[src/rtl/als_pkg.sv]
// Shared state encoding and default thresholds for the ambient-light monitor.
package als_pkg;

    typedef enum logic {
        S_FILL = 1'b0,
        S_RUN  = 1'b1
    } als_state_t;

    localparam int DEF_SAMPLE_PERIOD = 1000;
    localparam int DEF_WIN_LOG2      = 3;
    localparam int DEF_DARK_ON       = 40;
    localparam int DEF_DARK_OFF      = 60;

endpackage

[src/rtl/als_tick_gen.sv]
// Sample-rate strobe: one-cycle tick every PERIOD clocks, first tick PERIOD cycles after reset.
module als_tick_gen
    import als_pkg::*;
#(
    parameter int PERIOD = DEF_SAMPLE_PERIOD
) (
    input  logic clk,
    input  logic rst_n,
    output logic tick
);

    localparam int CW = $clog2(PERIOD);
    localparam logic [CW-1:0] LAST = CW'(PERIOD - 1);

    logic [CW-1:0] cnt;

    assign tick = (cnt == LAST);

    always_ff @(posedge clk or negedge rst_n) begin
        if (!rst_n) begin
            cnt <= '0;
        end else if (tick) begin
            cnt <= '0;
        end else begin
            cnt <= cnt + 1'b1;
        end
    end

endmodule

[src/rtl/als_light_monitor.sv]
// Moving-average light monitor with bar-graph level and dark flag.
// Define ALS_HYST_EN for a hysteretic dark flag; otherwise dark is a plain threshold.
//
// state  | meaning
// S_FILL | window not yet full, no avg_valid
// S_RUN  | window full, avg/dark refresh one cycle after every tick
module als_light_monitor
    import als_pkg::*;
#(
    parameter int SAMPLE_PERIOD = DEF_SAMPLE_PERIOD,
    parameter int WIN_LOG2      = DEF_WIN_LOG2,
    parameter int DARK_ON       = DEF_DARK_ON,
    parameter int DARK_OFF      = DEF_DARK_OFF
) (
    input  logic       clk,
    input  logic       rst_n,
    input  logic [7:0] value,
    output logic [7:0] avg,
    output logic       avg_valid,
    output logic [3:0] level,
    output logic       dark
);

    localparam int WIN = 1 << WIN_LOG2;
    localparam int SW  = 8 + WIN_LOG2;
    // keep the set threshold strictly below the clear threshold even for a misconfigured pair
    localparam logic [7:0] DARK_ON_V  = 8'((DARK_ON < DARK_OFF) ? DARK_ON : DARK_OFF - 1);
    localparam logic [7:0] DARK_OFF_V = 8'(DARK_OFF);
    localparam logic [WIN_LOG2-1:0] WP_LAST = '1;

    logic                tick;
    logic                tick_d;
    logic [7:0]          ring [WIN];
    logic [WIN_LOG2-1:0] wp;
    logic [SW-1:0]       sum;
    als_state_t          state;
    logic [7:0]          avg_new;
    logic                dark_next;

    als_tick_gen #(.PERIOD(SAMPLE_PERIOD)) u_tick_gen (
        .clk   (clk),
        .rst_n (rst_n),
        .tick  (tick)
    );

    assign avg_new = sum[SW-1:WIN_LOG2];
    assign level   = avg[7:4];

    always_comb begin
        dark_next = dark;
`ifdef ALS_HYST_EN
        if (avg_new <= DARK_ON_V) begin
            dark_next = 1'b1;
        end else if (avg_new >= DARK_OFF_V) begin
            dark_next = 1'b0;
        end
`else
        dark_next = (avg_new <= DARK_ON_V);
`endif
    end

    always_ff @(posedge clk or negedge rst_n) begin
        if (!rst_n) begin
            tick_d    <= 1'b0;
            wp        <= '0;
            sum       <= '0;
            state     <= S_FILL;
            avg       <= '0;
            avg_valid <= 1'b0;
            dark      <= 1'b0;
            for (int i = 0; i < WIN; i++) begin
                ring[i] <= '0;
            end
        end else begin
            tick_d    <= tick;
            avg_valid <= 1'b0;

            if (tick) begin
                ring[wp] <= value;
                wp       <= wp + 1'b1;
                // the evicted entry is always part of sum, so this cannot underflow
                sum      <= sum + SW'(value) - SW'(ring[wp]);
                if (state == S_FILL && wp == WP_LAST) begin
                    state <= S_RUN;
                end
            end

            if (tick_d && state == S_RUN) begin
                avg       <= avg_new;
                avg_valid <= 1'b1;
                dark      <= dark_next;
            end
        end
    end

endmodule

[config.mk]
export PLATFORM = sky130hd
export DESIGN_NAME = als_light_monitor
export DESIGN_NICKNAME = d
export VERILOG_FILES = /design/src/rtl/als_pkg.sv /design/src/rtl/als_tick_gen.sv /design/src/rtl/als_light_monitor.sv
export SDC_FILE = /design/constraint.sdc
export NUM_CORES = 1
export LEC_CHECK = 0
export CAP_MARGIN = 25
export CORE_AREA = 3 3 96 98
export DETAILED_ROUTE_END_ITERATION = 6
export DIE_AREA = 0 0 99 101
export DONT_BUFFER_PORTS = 1
export PLACE_DENSITY = 0.75
export SLEW_MARGIN = 40
export SYNTH_ARGS = -nofsm -noshare
export SYNTH_HDL_FRONTEND = slang
export SYNTH_SLANG_ARGS = --single-unit
export TNS_END_PERCENT = 5
[constraint.sdc]
create_clock -name clk -period 10.1 [get_ports clk]
set_clock_uncertainty 0.2 [all_clocks]
set_input_delay 0.505 -clock clk [delete_from_list [all_inputs] [get_ports clk]]
set_output_delay 0.505 -clock clk [all_outputs]
set_load 0.005 [all_outputs]
# Word-level counts from Yosys, hierarchy flattened
# Index checks and enable logic that the tools add are counted.
# word_totals
reg_bits	100
latchBits	0
ram_bits	0
mem_bits_ro	0
inputBits	10
output_inout_bits	14
elab_cells	39
n_memories	0
# classes
n_addsub	4
mul	0
n_div	0
n_lt_le_gt_ge	3
n_eq_ne	2
n_shift	0
n_mux	8
n_bitwise	2
n_reduce_logical	4
# ops
op	count
$bwmux W64	1
$bmux W8 S3	1
$demux W8 S3	1
$mux W8	3
$add A11 B8 Y11	1
$sub A11 B8 Y11	1
$add A10 B1 Y10 const B	1
$eq A10 B10 Y1 const B	1
$mux W10	1
$le A8 B6 Y1 const B	1
$ge A4 B4 Y1 const B	1
$lt A4 B1 Y1 const B	1
$not A3 Y4	1
$add A3 B1 Y3 const B	1
$eq A3 B3 Y1 const B	1
$logic_and A1 B1 Y1	3
$reduce_and A2 Y1	1
$mux W1	1
$not A1 Y1	1

# Longest topological paths before layout
# logic_depth
word_depth	6
ltp_mapped	15

# Hierarchy
# A second synthesis with hierarchy kept.
# hier_totals
hier_cells	429
area_unflattened_um2	5138.7
# by_module_without_submodules
mod	instances	cells_per_inst	area_each_um2	seq_area_each_um2
als_light_monitor	1	386	4655.7	2252.2
als_tick_gen	1	43	483.0	250.2

# Worst setup path before layout
# No wires, ideal clock.
# synth_path
path_kind	register to register
from	register wp[2]
to	register sum[10]
setup_time_ns	0.082
arrival_time_ns	3.453
required_time_ns	9.818
setup_slack_ns	6.365
path_stages_with_launch	12
path_buffers	2
period_less_slack_ns	3.735
cell_sequence	dfrtp_1 > buf_2 > buf_1 > mux4_2 > mux2i_1 > fa_1 > ha_1 > o211ai_1 > a21oi_1 > o311a_1 > or4_1 > a31oi_1
# synth_via
elab_chain_cells	5
# synth_lines
item	line_no	source
start: declaration	als_light_monitor.sv:34	logic [WIN_LOG2-1:0] wp;
start signal: assignment	als_light_monitor.sv:80	wp <= wp + 1'b1;
$not A3 Y4 (implied by the code)	als_light_monitor.sv:82	sum <= sum + SW'(value) - SW'(ring[wp]);
$bmux W8 S3	als_light_monitor.sv:82	
$mux W8 (implied by the code) (2 in a row)	als_light_monitor.sv:82	
$sub A11 B8 Y11	als_light_monitor.sv:82	
end signal: assignment	als_light_monitor.sv:82	
end: declaration	als_light_monitor.sv:35	logic [SW-1:0] sum;
# Every way passes these cells. The select of a mux whose other input is x is not followed.
# A chain may end at the register's enable or synchronous reset.

# Final worst setup path
# layout_path
from	register wp[0]
to	register sum[10]
# Same word-level chain as after synthesis.

==> flow_summary.toml <==
[status]
status = "complete, no violations"

[critical_path]
slowest_stage = "dfrtp_2"
worstPathRequired_ns = 10.20
worstSetupPathType = "reg2reg"
crit_chain = "mux4_2, mux2_2, fa_1, inv_1, ha_1, o211ai_1, a21oi_1, o311a_1, or4_1, a31oi_1"
critPathMaxFanout = 21
worstPathArrival_ns = 4.12
cp-end-kind = "flip-flop"
critPathTopFamily = "multiplexers"
cp-start-kind = "flip-flop"
worst-path-buf-inv = 1
slowest_delay_ns = 0.80

[sta]
hold_viol = 0
fin_crit_sh = 0.398
relSlewSlack = 0.487
worst_slack_ns = 6.08
fmax_mhz = 249
slew_violations = 0
finalSetupViolCount = 0
worst_pin_slew_ns = 0.763
final.setup.tns_ns = 0
fin_crit_ns = 4.02
rsz0062_at_grt = "no"

[logic_synthesis]
synth_area_um2 = 5060
synth.area.top_cells = "dfrtp_1, mux2_2, mux4_2, nand2_1, o21ai_0"
syn-num-nets = 473
yosys_warnings = 0
ys.flop_type = "dfrtp_1"
ys_ff_latch = 100
yosysUniqueCellTypes = 46
async_flop_share = 1.00
synth_area_per_cell_um2 = 11.5
yosysSeqAreaShare = 0.495
syn_inst = 440
synth_edf_count = 0
netlist.area_leader.share = 0.495
yosysTopAreaCell = "dfrtp_1"

[die]
die_w_um = 99
start_util = 0.591
die_h_um = 101
io_pins = 24
rows = 34
dieArea_um2 = 10000
core-area_um2 = 8550

[run]
maxCapViolations = 0

[cts]
post-cts-setup-buffers = 0
worstSkewPairLatency_ns = 0.38
clock_sinks = 100
ctsRootBufferMaster = "clkbuf_8"
cts.clk_slew.worst_paths_ns = 0.11
cts_buffer_depth = 2
cts_buffers = 9
cts_tree = "yes"
cts_max_level = 3

[drt]
ant_nets = 0
vias = 3107
drt-vias-per-instance = 5.70
wire_per_inst_um = 17.1
drcViolationCount = 0
detail_route.first_pass.iterations = 4
initialDrtViolationCount = 140
routed_wl_um = 9300

[final_layout]
nets = 465
final_cells = 545
seqCellArea_um2 = 2500
area.growth.synth_to_final_pct = 5.47
fin_util = 0.624
fill_cells = 675
multi_input_area_um2 = 2310
diodes = 0
drive_gt1_frac = 0.204

[global_routing]
track_usage = 0.205
grt.overflow.total = 0
grt_max_degree = 101
grt_pass1_wl_um = 15900
grt_pass1_vias = 3221
antenna_found_initial = 0

[pwr]
p_total_uw = 719
p_leak_uw = 0.00262
peakVddDrop_mv = 0.0889
power_density_nw_per_um2 = 135

[placement]
hpwl_um = 6240
port_buffers = 0
placed_cells = 527
pre_cts_slack_ns = 6.09
globalplace.congestion = 0.887

[worst_hold_path]
min_path_type = "in2reg"
## final cells by class
cell class / instances / area share
multi-input cells: 284 / 0.433
clock buffers: 9 / 0.0232
repair buffers: 2 / 0.00704
inverters: 35 / 0.0246
flip-flops and latches: 100 / 0.470
well taps: 108 / 0.0253
clock inverters: 7 / 0.0171
## logic make-up (layout without fill, tap and decap cells)
group / after synthesis / count (layout) / synth area share
flops: 100 / 100 / 0.495
simple gates: 119 / 119 / 0.114
mux: 60 / 60 / 0.170
compound gates: 71 / 71 / 0.0824
xor+xnor: 11 / 11 / 0.0190
buf+inv: 56 / 53 / 0.0510
fa+ha+maj: 23 / 23 / 0.0688
## layer usage
| layer | track usage | wire length [um] |
|---|---|---|
| met5 | 0 | 0 |
| met4 | 0.0756 | 118 |
| met1 | 0.277 | 4360 |
| met2 | 0.327 | 4420 |
| met3 | 0.0443 | 399 |
## flip-flops by register name (all words and copies together), names as in the netlist
| name | count |
|---|---|
| avg | 8 |
| avg_valid | 1 |
| dark | 1 |
| ring | 64 |
| state | 1 |
| sum | 11 |
| tick_d | 1 |
| u_tick_gen.cnt | 10 |
| wp | 3 |
## where the power goes
part           internal (uW)  switching, uW  leakage [uW]
sequential               402          0.777       0.00118
clock                    121            154      0.000111
combinational           15.4           25.5       0.00133
total                    539            180       0.00262
## synth_stat cells (2+ instances only)
master,n
a21o_1,3
a21oi_1,10
and2_1,4
and3_1,5
and4_1,2
buf_2,5
buf_4,5
buf_6,3
clkbuf_1,7
dfrtp_1,100
fa_1,8
ha_1,15
inv_1,34
mux2_2,40
mux2_4,2
mux2i_1,2
mux4_2,16
nand2_1,78
nand2b_1,3
nand3_1,5
nand4_1,2
nor2_1,7
nor2b_1,2
nor3_2,2
o211ai_1,2
o21a_1,2
o21ai_0,41
o21ai_2,6
o31ai_1,3
xnor2_1,4
xor2_1,7
## through the flow
step / hold slack (ns) / area (um2)
detailed placement: 0.0120 / 5080
global route: 0.0425 / 5330
global placement: 0.0119 / 5070
floorplan: 0.00941 / 5060
finish: 0.0669 / 5330
CTS: 0.0540 / 5330
## placed cells by master (no fill, tap or decap), drive strengths merged, types with 8 or more instances in the layout
master  netlist  routed
mux2         42      42
ha           15      15
a21oi        10      10
clkbuf        7       9
inv          34      38
dfrtp       100     100
fa            8       8
mux4         16      16
nand2        78      78
o21ai        47      47
## what timing repair did
action                                  CTS  global route
hold buffers                              2             0
resized for setup                         0             0
endpoints found under the setup margin    0             0
hold endpoints to repair                100             0
## worst paths after layout
check / cells after the start / end / startpoint / slack, ns
setup / recovery: 10 / sum[10] / wp[0] / 6.08
hold / removal: 1 / ring[6] / value[6] / 0.07
setup reg to reg: 10 / sum[10] / wp[0] / 6.08
hold reg to reg: 1 / state / state / 0.26
max in group asynchronous: 2 / ring[43] / rst_n / 8.78
min in group asynchronous: 2 / u_tick_gen.cnt[3] / rst_n / 0.55
No activity file was read; power rests on OpenSTA's default activity.
